`src/rtl/icw_sequencer_if.sv`:
```
// CPU write port of the ICW/OCW sequencer: strobe, address bit and command byte.
// The CPU side drives (master); the sequencer samples (slave).
interface icw_sequencer_if;
  logic       write_strobe;
  logic       A0;
  logic [7:0] data_bus_in;

  modport master (
    output write_strobe,
    output A0,
    output data_bus_in
  );

  modport slave (
    input write_strobe,
    input A0,
    input data_bus_in
  );
endinterface

```
`src/rtl/icw_sequencer.sv`:
```
// 8259-style initialisation/operation command sequencer: walks ICW1..ICW4, then decodes
// OCW1..OCW3. All outputs are registered and change one clock after the accepted write.
module icw_sequencer (
  input  logic                  clk,
  input  logic                  reset,
  icw_sequencer_if.slave        bus,
  output logic                  init_done,
  output logic                  level_triggered,
  output logic                  single_mode,
  output logic [4:0]            vector_base,
  output logic [7:0]            cascade_config,
  output logic                  auto_eoi,
  output logic [7:0]            interrupt_mask,
  output logic [1:0]            read_select,
  output logic                  special_mask,
  output logic                  eoi_pulse,
  output logic                  eoi_specific,
  output logic [2:0]            eoi_level,
  output logic                  poll_pulse
);

  typedef enum logic [2:0] {
    StUninit   = 3'd0,
    StWaitIcw2 = 3'd1,
    StWaitIcw3 = 3'd2,
    StWaitIcw4 = 3'd3,
    StReady    = 3'd4
  } state_e;

  state_e     state_q;
  logic       ic4_q;
  logic [7:0] d;
  logic       is_icw1;
  logic       is_cmd;
  logic       is_data;

  always_comb begin
    d       = bus.data_bus_in;
    is_icw1 = bus.write_strobe & ~bus.A0 & d[4];
    is_cmd  = bus.write_strobe & ~bus.A0 & ~d[4];
    is_data = bus.write_strobe & bus.A0;
  end

  always_ff @(posedge clk) begin
    if (reset) begin
      state_q         <= StUninit;
      ic4_q           <= 1'b0;
      init_done       <= 1'b0;
      level_triggered <= 1'b0;
      single_mode     <= 1'b0;
      vector_base     <= 5'd0;
      cascade_config  <= 8'd0;
      auto_eoi        <= 1'b0;
      interrupt_mask  <= 8'd0;
      read_select     <= 2'b10;
      special_mask    <= 1'b0;
      eoi_pulse       <= 1'b0;
      eoi_specific    <= 1'b0;
      eoi_level       <= 3'd0;
      poll_pulse      <= 1'b0;
    end else begin
      // Strobes are single-cycle unless re-armed by a qualifying write this cycle.
      eoi_pulse  <= 1'b0;
      poll_pulse <= 1'b0;

      if (is_icw1) begin
        // ICW1 restarts the sequence from any state, including mid-sequence.
        level_triggered <= d[3];
        single_mode     <= d[1];
        ic4_q           <= d[0];
        interrupt_mask  <= 8'd0;
        cascade_config  <= 8'd0;
        auto_eoi        <= 1'b0;
        special_mask    <= 1'b0;
        read_select     <= 2'b10;
        init_done       <= 1'b0;
        state_q         <= StWaitIcw2;
      end else begin
        unique case (state_q)
          StUninit: ;
          StWaitIcw2: begin
            if (is_data) begin
              vector_base <= d[7:3];
              if (!single_mode) begin
                state_q <= StWaitIcw3;
              end else if (ic4_q) begin
                state_q <= StWaitIcw4;
              end else begin
                state_q   <= StReady;
                init_done <= 1'b1;
              end
            end
          end
          StWaitIcw3: begin
            if (is_data) begin
              cascade_config <= d;
              if (ic4_q) begin
                state_q <= StWaitIcw4;
              end else begin
                state_q   <= StReady;
                init_done <= 1'b1;
              end
            end
          end
          StWaitIcw4: begin
            if (is_data) begin
              auto_eoi  <= d[1];
              state_q   <= StReady;
              init_done <= 1'b1;
            end
          end
          StReady: begin
            if (is_data) begin
              interrupt_mask <= d;
            end else if (is_cmd && !d[3]) begin
              // OCW2: only an EOI command updates the qualifiers; others leave them held.
              if (d[5]) begin
                eoi_pulse    <= 1'b1;
                eoi_specific <= d[6];
                eoi_level    <= d[2:0];
              end
            end else if (is_cmd && d[3]) begin
              if (d[1]) read_select  <= d[1:0];
              if (d[6]) special_mask <= d[5];
              if (d[2]) poll_pulse   <= 1'b1;
            end
          end
          default: begin
            state_q   <= StUninit;
            init_done <= 1'b0;
          end
        endcase
      end
    end
  end

endmodule

```
`src/flat_wrapper.sv`:
```
// flat-port wrapper written by rule: the top's interface ports become plain ports
module icw_sequencer_flat 
  (clk, reset, init_done, level_triggered, single_mode, vector_base, cascade_config, auto_eoi, interrupt_mask, read_select, special_mask, eoi_pulse, eoi_specific, eoi_level, poll_pulse, bus_write_strobe, bus_A0, bus_data_bus_in);
  icw_sequencer_if bus_i ();
  input  logic clk;
  input  logic reset;
  output logic init_done;
  output logic level_triggered;
  output logic single_mode;
  output logic [4:0] vector_base;
  output logic [7:0] cascade_config;
  output logic auto_eoi;
  output logic [7:0] interrupt_mask;
  output logic [1:0] read_select;
  output logic special_mask;
  output logic eoi_pulse;
  output logic eoi_specific;
  output logic [2:0] eoi_level;
  output logic poll_pulse;
  input wire logic [$bits(bus_i.write_strobe)-1:0] bus_write_strobe;
  input wire logic [$bits(bus_i.A0)-1:0] bus_A0;
  input wire logic [$bits(bus_i.data_bus_in)-1:0] bus_data_bus_in;
  assign bus_i.write_strobe = bus_write_strobe;
  assign bus_i.A0 = bus_A0;
  assign bus_i.data_bus_in = bus_data_bus_in;
  icw_sequencer u_core (.clk(clk), .reset(reset), .bus(bus_i), .init_done(init_done), .level_triggered(level_triggered), .single_mode(single_mode), .vector_base(vector_base), .cascade_config(cascade_config), .auto_eoi(auto_eoi), .interrupt_mask(interrupt_mask), .read_select(read_select), .special_mask(special_mask), .eoi_pulse(eoi_pulse), .eoi_specific(eoi_specific), .eoi_level(eoi_level), .poll_pulse(poll_pulse));
endmodule
```
`config.mk`:
```
export PLATFORM = sky130hd
export DESIGN_NAME = icw_sequencer_flat
export DESIGN_NICKNAME = d
export VERILOG_FILES = /design/src/rtl/icw_sequencer_if.sv /design/src/rtl/icw_sequencer.sv /design/src/flat_wrapper.sv
export SDC_FILE = /design/constraint.sdc
export NUM_CORES = 1
export LEC_CHECK = 0
export CORE_MARGIN = 2
export CORE_UTILIZATION = 45
export DETAILED_ROUTE_END_ITERATION = 10
export DONT_BUFFER_PORTS = 1
export GPL_TIMING_DRIVEN = 0
export HOLD_SLACK_MARGIN = 0.02
export SYNTH_ARGS = -nofsm -noshare
export SYNTH_HDL_FRONTEND = slang
export SYNTH_SLANG_ARGS = --single-unit
```
`constraint.sdc`:
```
create_clock -name clk -period 1.88 [get_ports clk]
set_clock_uncertainty 0.05 [all_clocks]
set_input_delay 0.376 -clock clk [delete_from_list [all_inputs] [get_ports clk]]
set_output_delay 0.376 -clock clk [all_outputs]
set_load 0.05 [all_outputs]
```
# [Word-level counts from Yosys, hierarchy flattened]
# Index checks and enable logic that the tools add are counted.
# Widths: inputs -> output; s select.
[word_totals] regBits=37 latch_bits=0 ram_bits=0 romBits=0 inputBits=12 output_inout_bits=34 elab_cells=73 mem_count=0
[op_classes] addsub=0 n_mul=0 div_mod_pow=0 magnitude_cmp=0 eq_ne=12 shifts=0 muxes=15 bitwise_logic=12 n_reduce_logical=18
[op_table] cell="$reduce_and 5->1" count=4
[op_table] cell="$mux 3" count=5
[op_table] cell="$pmux 3 s4" count=1
[op_table] cell="$ne 2x1->1 const B" count=5
[op_table] cell="$ne 3x1->1 const B" count=3
[op_table] cell="$mux 1" count=8
[op_table] cell="$not 1->1" count=8
[op_table] cell="$reduce_and 4->1" count=2
[op_table] cell="$eq 3x2->1 const B" count=2
[op_table] cell="$reduce_and 2->1" count=3
[op_table] cell="$reduce_or 6->1" count=1
[op_table] cell="$reduce_or 5->1" count=1
[op_table] cell="$and 1x1->1" count=4
[op_table] cell="$pmux 1 s4" count=1
[op_table] cell="$reduce_or 2->1" count=2
[op_table] cell="$eq 3x1->1 const B" count=1
[op_table] cell="$eq 3x3->1 const B" count=1
[op_table] cell="$logic_not 3->1" count=1
[op_table] cell="$reduce_and 3->1" count=1
[op_table] cell="$logic_and 1x1->1" count=2
[op_table] cell="$logic_not 1->1" count=1

# [Depth between registers and ports, before layout]
[depth] depth_word=6 mapped_depth=5 ltp_nobuf=4

# [Worst setup path after synthesis]
# Ideal clock, no wire load.
[synth_timing] path_type="register to register" from="register u_core.single_mode" to="register u_core.state_q[2]" setup_ps=70 arrival_time_ps=1365 t_required_ps=1760 slack_ps=395 path_stages_with_launch=5 n_path_buf=0 synth_period_minus_slack_ps=1485 path_cell_list="dfxtp_1 nor2b_1 a22oi_1 or3_1 a21oi_1"
[synth_between] elab_chain_len=3
[synth_lines] item="start, declared" line="icw_sequencer.sv:9" text="output logic single_mode,"
[synth_lines] item="start signal, assigned" line="icw_sequencer.sv:69" text="single_mode <= d[1];"
[synth_lines] item="$mux 3" line="icw_sequencer.sv:84" text="if (!single_mode) begin"
[synth_lines] item="$mux 3" line="icw_sequencer.sv:82" text="if (is_data) begin"
[synth_lines] item="$pmux 3 s4" line="icw_sequencer.sv:79" text="unique case (state_q)"
[synth_lines] item="end signal, assigned" line="icw_sequencer.sv:85" text="state_q <= StWaitIcw3;"
[synth_lines] item="end signal, assigned" line="icw_sequencer.sv:87" text="state_q <= StWaitIcw4;"
[synth_lines] item="end signal, assigned" line="icw_sequencer.sv:89" text="state_q <= StReady;"
[synth_lines] item="end, declared" line="icw_sequencer.sv:30" text="state_e state_q;"
# No other way between the ends. The select of a mux whose other input is x is not followed.
# A chain may end at the register's enable or synchronous reset.

# [Worst setup path after layout]
# Ends and elaborated chain as after synthesis.

==> summary.md <==
| Metric | Value |
|---|---|
| Post-synth EDFFs | `0` |
| Later-pin clock latency in the skew report | `350 ps` |
| Setup Buffers After CTS | `0` |
| Ratio of cells with drive above 1 in the final layout | `14.3%` |
| Mean Syn Cell Area | `9.31 um2` |
| Post-synth ARST share | `0%` |
| Final cycle utilization of the critical path | `86.6%` |
| Vias per cell | `5.34` |
| Crit-path max cell delay | `710 ps` |
| Core Box Area | `3310 um2` |
| TritonCTS clock tree | `done` |
| WP data arrival | `1860 ps` |
| Final nets | `186` |
| Vias in the first global route | `1133` |
| Sequential-to-total area share from yosys stat | `47.9%` |
| CP endpoint kind | `flop` |
| Max clock buf depth | `2` |
| Seq cells post-synth | `37` |
| Area share of the largest cell type after synthesis | `47.9%` |
| Post-Syn Nets | `178` |
| Router iterations before antenna repair | `4` |
| Status | `finished, final reports clean` |
| H-Tree Depth | `2` |
| Max Freq | `614 MHz` |
| Max_cap viols | `0` |
| Root Buffer | `clkbuf_4` |
| Post-CTS Resized | `0` |
| Prevailing post-synth register cell | `dfxtp_1` |
| Port Buffers | `0` |
| Yosys warns | `0` |
| Flop pwr share | `60.7%` |
| Pins Over Slew Limit | `0` |
| Hold buffers post-CTS | `0` |
| Pint | `0.997 mW` |
| Post-Syn Instances | `166` |
| Unique masters post-synth | `34` |
| Power share of the combinational group | `5.5%` |
| Post-Layout Cell Count | `221` |
| Synth Cell Area | `1550 um2` |
| Peak VDD IR | `480 uV` |
| Die outline height | `62.6 um` |
| Crit Path Max Fanout | `4` |
| CTS Buf Count | `5` |
| Largest net degree at the start of global routing | `13` |
| Most common cell in the netlist | `dfxtp_1` |
| Final hold viol count | `0` |
| Initial Util | `46.7%` |
| Area delta synth->final | `8.58%` |
| Setup Total Neg Slack | `0 ps` |
| Total global routing overflow | `0` |
| Setup CP Type | `reg -> reg` |
| Crit path required time | `2120 ps` |
| Post-route ant nets | `0` |
| Critical-path top delay cell | `dfxtp_1` |
| Clock share of power | `33.9%` |
| Drc violations | `0` |
| Worst slew pin tran | `587 ps` |
| Worst Hold Class | `in -> reg` |
| RSZ-0062 raised after global routing | `false` |
| Row count | `21` |
| Cells after DPL | `212` |
| Die Wd | `62.6 um` |
| Ant diodes | `0` |
| Clk pin slew, worst setup/hold paths | `110 ps` |
| Synth top area cells | `dfxtp_1 48%, mux2i_1 15%, nor2_1 6.3%` |
| Die footprint | `3920 um2` |
| CTS sink cnt | `37` |
| Finish-stage setup viols | `0` |
| RePlAce Congestion | `0.883` |
| 1st-iter DRT viols | `60` |
| Wire per inst | `15.2 um` |
| Min cycle time layout | `1630 ps` |
| Total number of vias | `1181` |
| Cell Chain, Critical Path | `nor2b_1 -> a22oi_1 -> or3_1 -> a21oi_1` |
| Largest area contributor in the netlist | `dfxtp_1` |
| Post-synth top cells | `37 x dfxtp_1, 26 x nor2_1, 23 x mux2i_1` |
| Crit start category | `flop` |
| Initial antenna violation count | `0` |
| Switching Fraction | `25.1%` |
| Pwr per Cell Area | `793 nW/um2` |
| Routed WL | `3360 um` |
| Sw Pwr | `0.334 mW` |
| DP Wirelength | `2380 um` |
| Leakage | `0.605 nW` |
| First-pass GRT wire length | `5600 um` |
| Relative slew slack | `60.8%` |
| Tot Pwr | `1.33 mW` |
| Total track usage | `18.3%` |
| Ports | `46` |
-- cell type report --
cell class | count | area [um2]
buffer | 12 | 65.1
timing repair buffer | 1 | 10.0
inverter | 3 | 11.3
fill | 345 | 1630
clock buffer | 6 | 51.3
multi-input combinational | 114 | 728
tap | 46 | 57.6
clock inverter | 2 | 13.8
sequential | 37 | 741
-- flip-flops by register name (all words and copies together) (netlist names), 3 cells and up --
name                   flops
u_core.state_q             3
u_core.interrupt_mask      8
u_core.vector_base         5
u_core.eoi_level           3
u_core.cascade_config      8
-- power by group through the flow --
stage	registers (mW)	logic (mW)	clock network, mW
2_1_floorplan	0.824	0.0576	0
3_3_place_gp	0.825	0.0706	0
3_5_place_dp	0.826	0.0707	0
4_1_cts	0.808	0.0713	0.467
5_1_grt	0.809	0.0809	0.503
6_report	0.808	0.0726	0.451
-- cell usage in the layout (no fill, tap or decap), types with 2 or more instances in the layout --
| cell | Yosys | routed |
|---|---|---|
| a21oi_1 | 9 | 9 |
| a22oi_1 | 2 | 2 |
| buf_2 | 6 | 6 |
| buf_4 | 3 | 3 |
| clkbuf_1 | 2 | 2 |
| clkbuf_4 | 0 | 5 |
| dfxtp_1 | 37 | 37 |
| inv_1 | 3 | 3 |
| mux2i_1 | 23 | 23 |
| nand2_1 | 11 | 11 |
| nand2b_1 | 3 | 3 |
| nand3_1 | 9 | 9 |
| nand4_1 | 3 | 3 |
| nor2_1 | 26 | 26 |
| nor2_2 | 2 | 2 |
| nor2b_1 | 2 | 2 |
| nor3b_1 | 2 | 2 |
| nor4b_1 | 2 | 2 |
| o21ai_0 | 4 | 4 |
| or3_1 | 2 | 2 |
-- worst paths after layout --
check	from	end	slack, ps	depth (start not counted)
max	u_core.single_mode	u_core.state_q[2]	250	4
min	reset	u_core.single_mode	30	1
max reg2reg	u_core.single_mode	u_core.state_q[2]	250	4
min reg2reg	u_core.ic4_q	u_core.ic4_q	460	2
-- layer usage --
layer  global-route usage [%]  part of all wire, %
met3                     8.47                  8.2
met5                        0                    0
met2                     27.8                   45
met1                     23.3                   46
met4                     5.00                  1.1
-- critical path: cells and delay by family, from the launching register on --
| family | cells | cell delay, ps |
|---|---|---|
| simple gates | 2 | 600 |
| flops | 1 | 710 |
| compound gates | 2 | 200 |
-- through the flow --
stage                     utilization, %  area (um2)  setup WS, ps  hold slack [ps]
after floorplan                        -        1550           395              395
after global placement              48.4        1600           282              397
after detailed placement            48.4        1600           292              399
after CTS                           50.4        1670           256             24.0
after global routing                50.7        1680           165             21.2
final                               50.7        1680           251             30.5
-- cells by family (layout without fill, tap and decap cells) --
logic type / Yosys count / in the layout / synth area share, %
buffers and inverters: 15 / 24 / 4.94
and+or+nand+nor: 71 / 71 / 24.7
DFF: 37 / 37 / 47.9
AOI/OAI and AO/OA: 19 / 19 / 7.29
other: 1 / 1 / 0.243
muxes: 23 / 23 / 14.9
(Power assumes the default switching activity.)
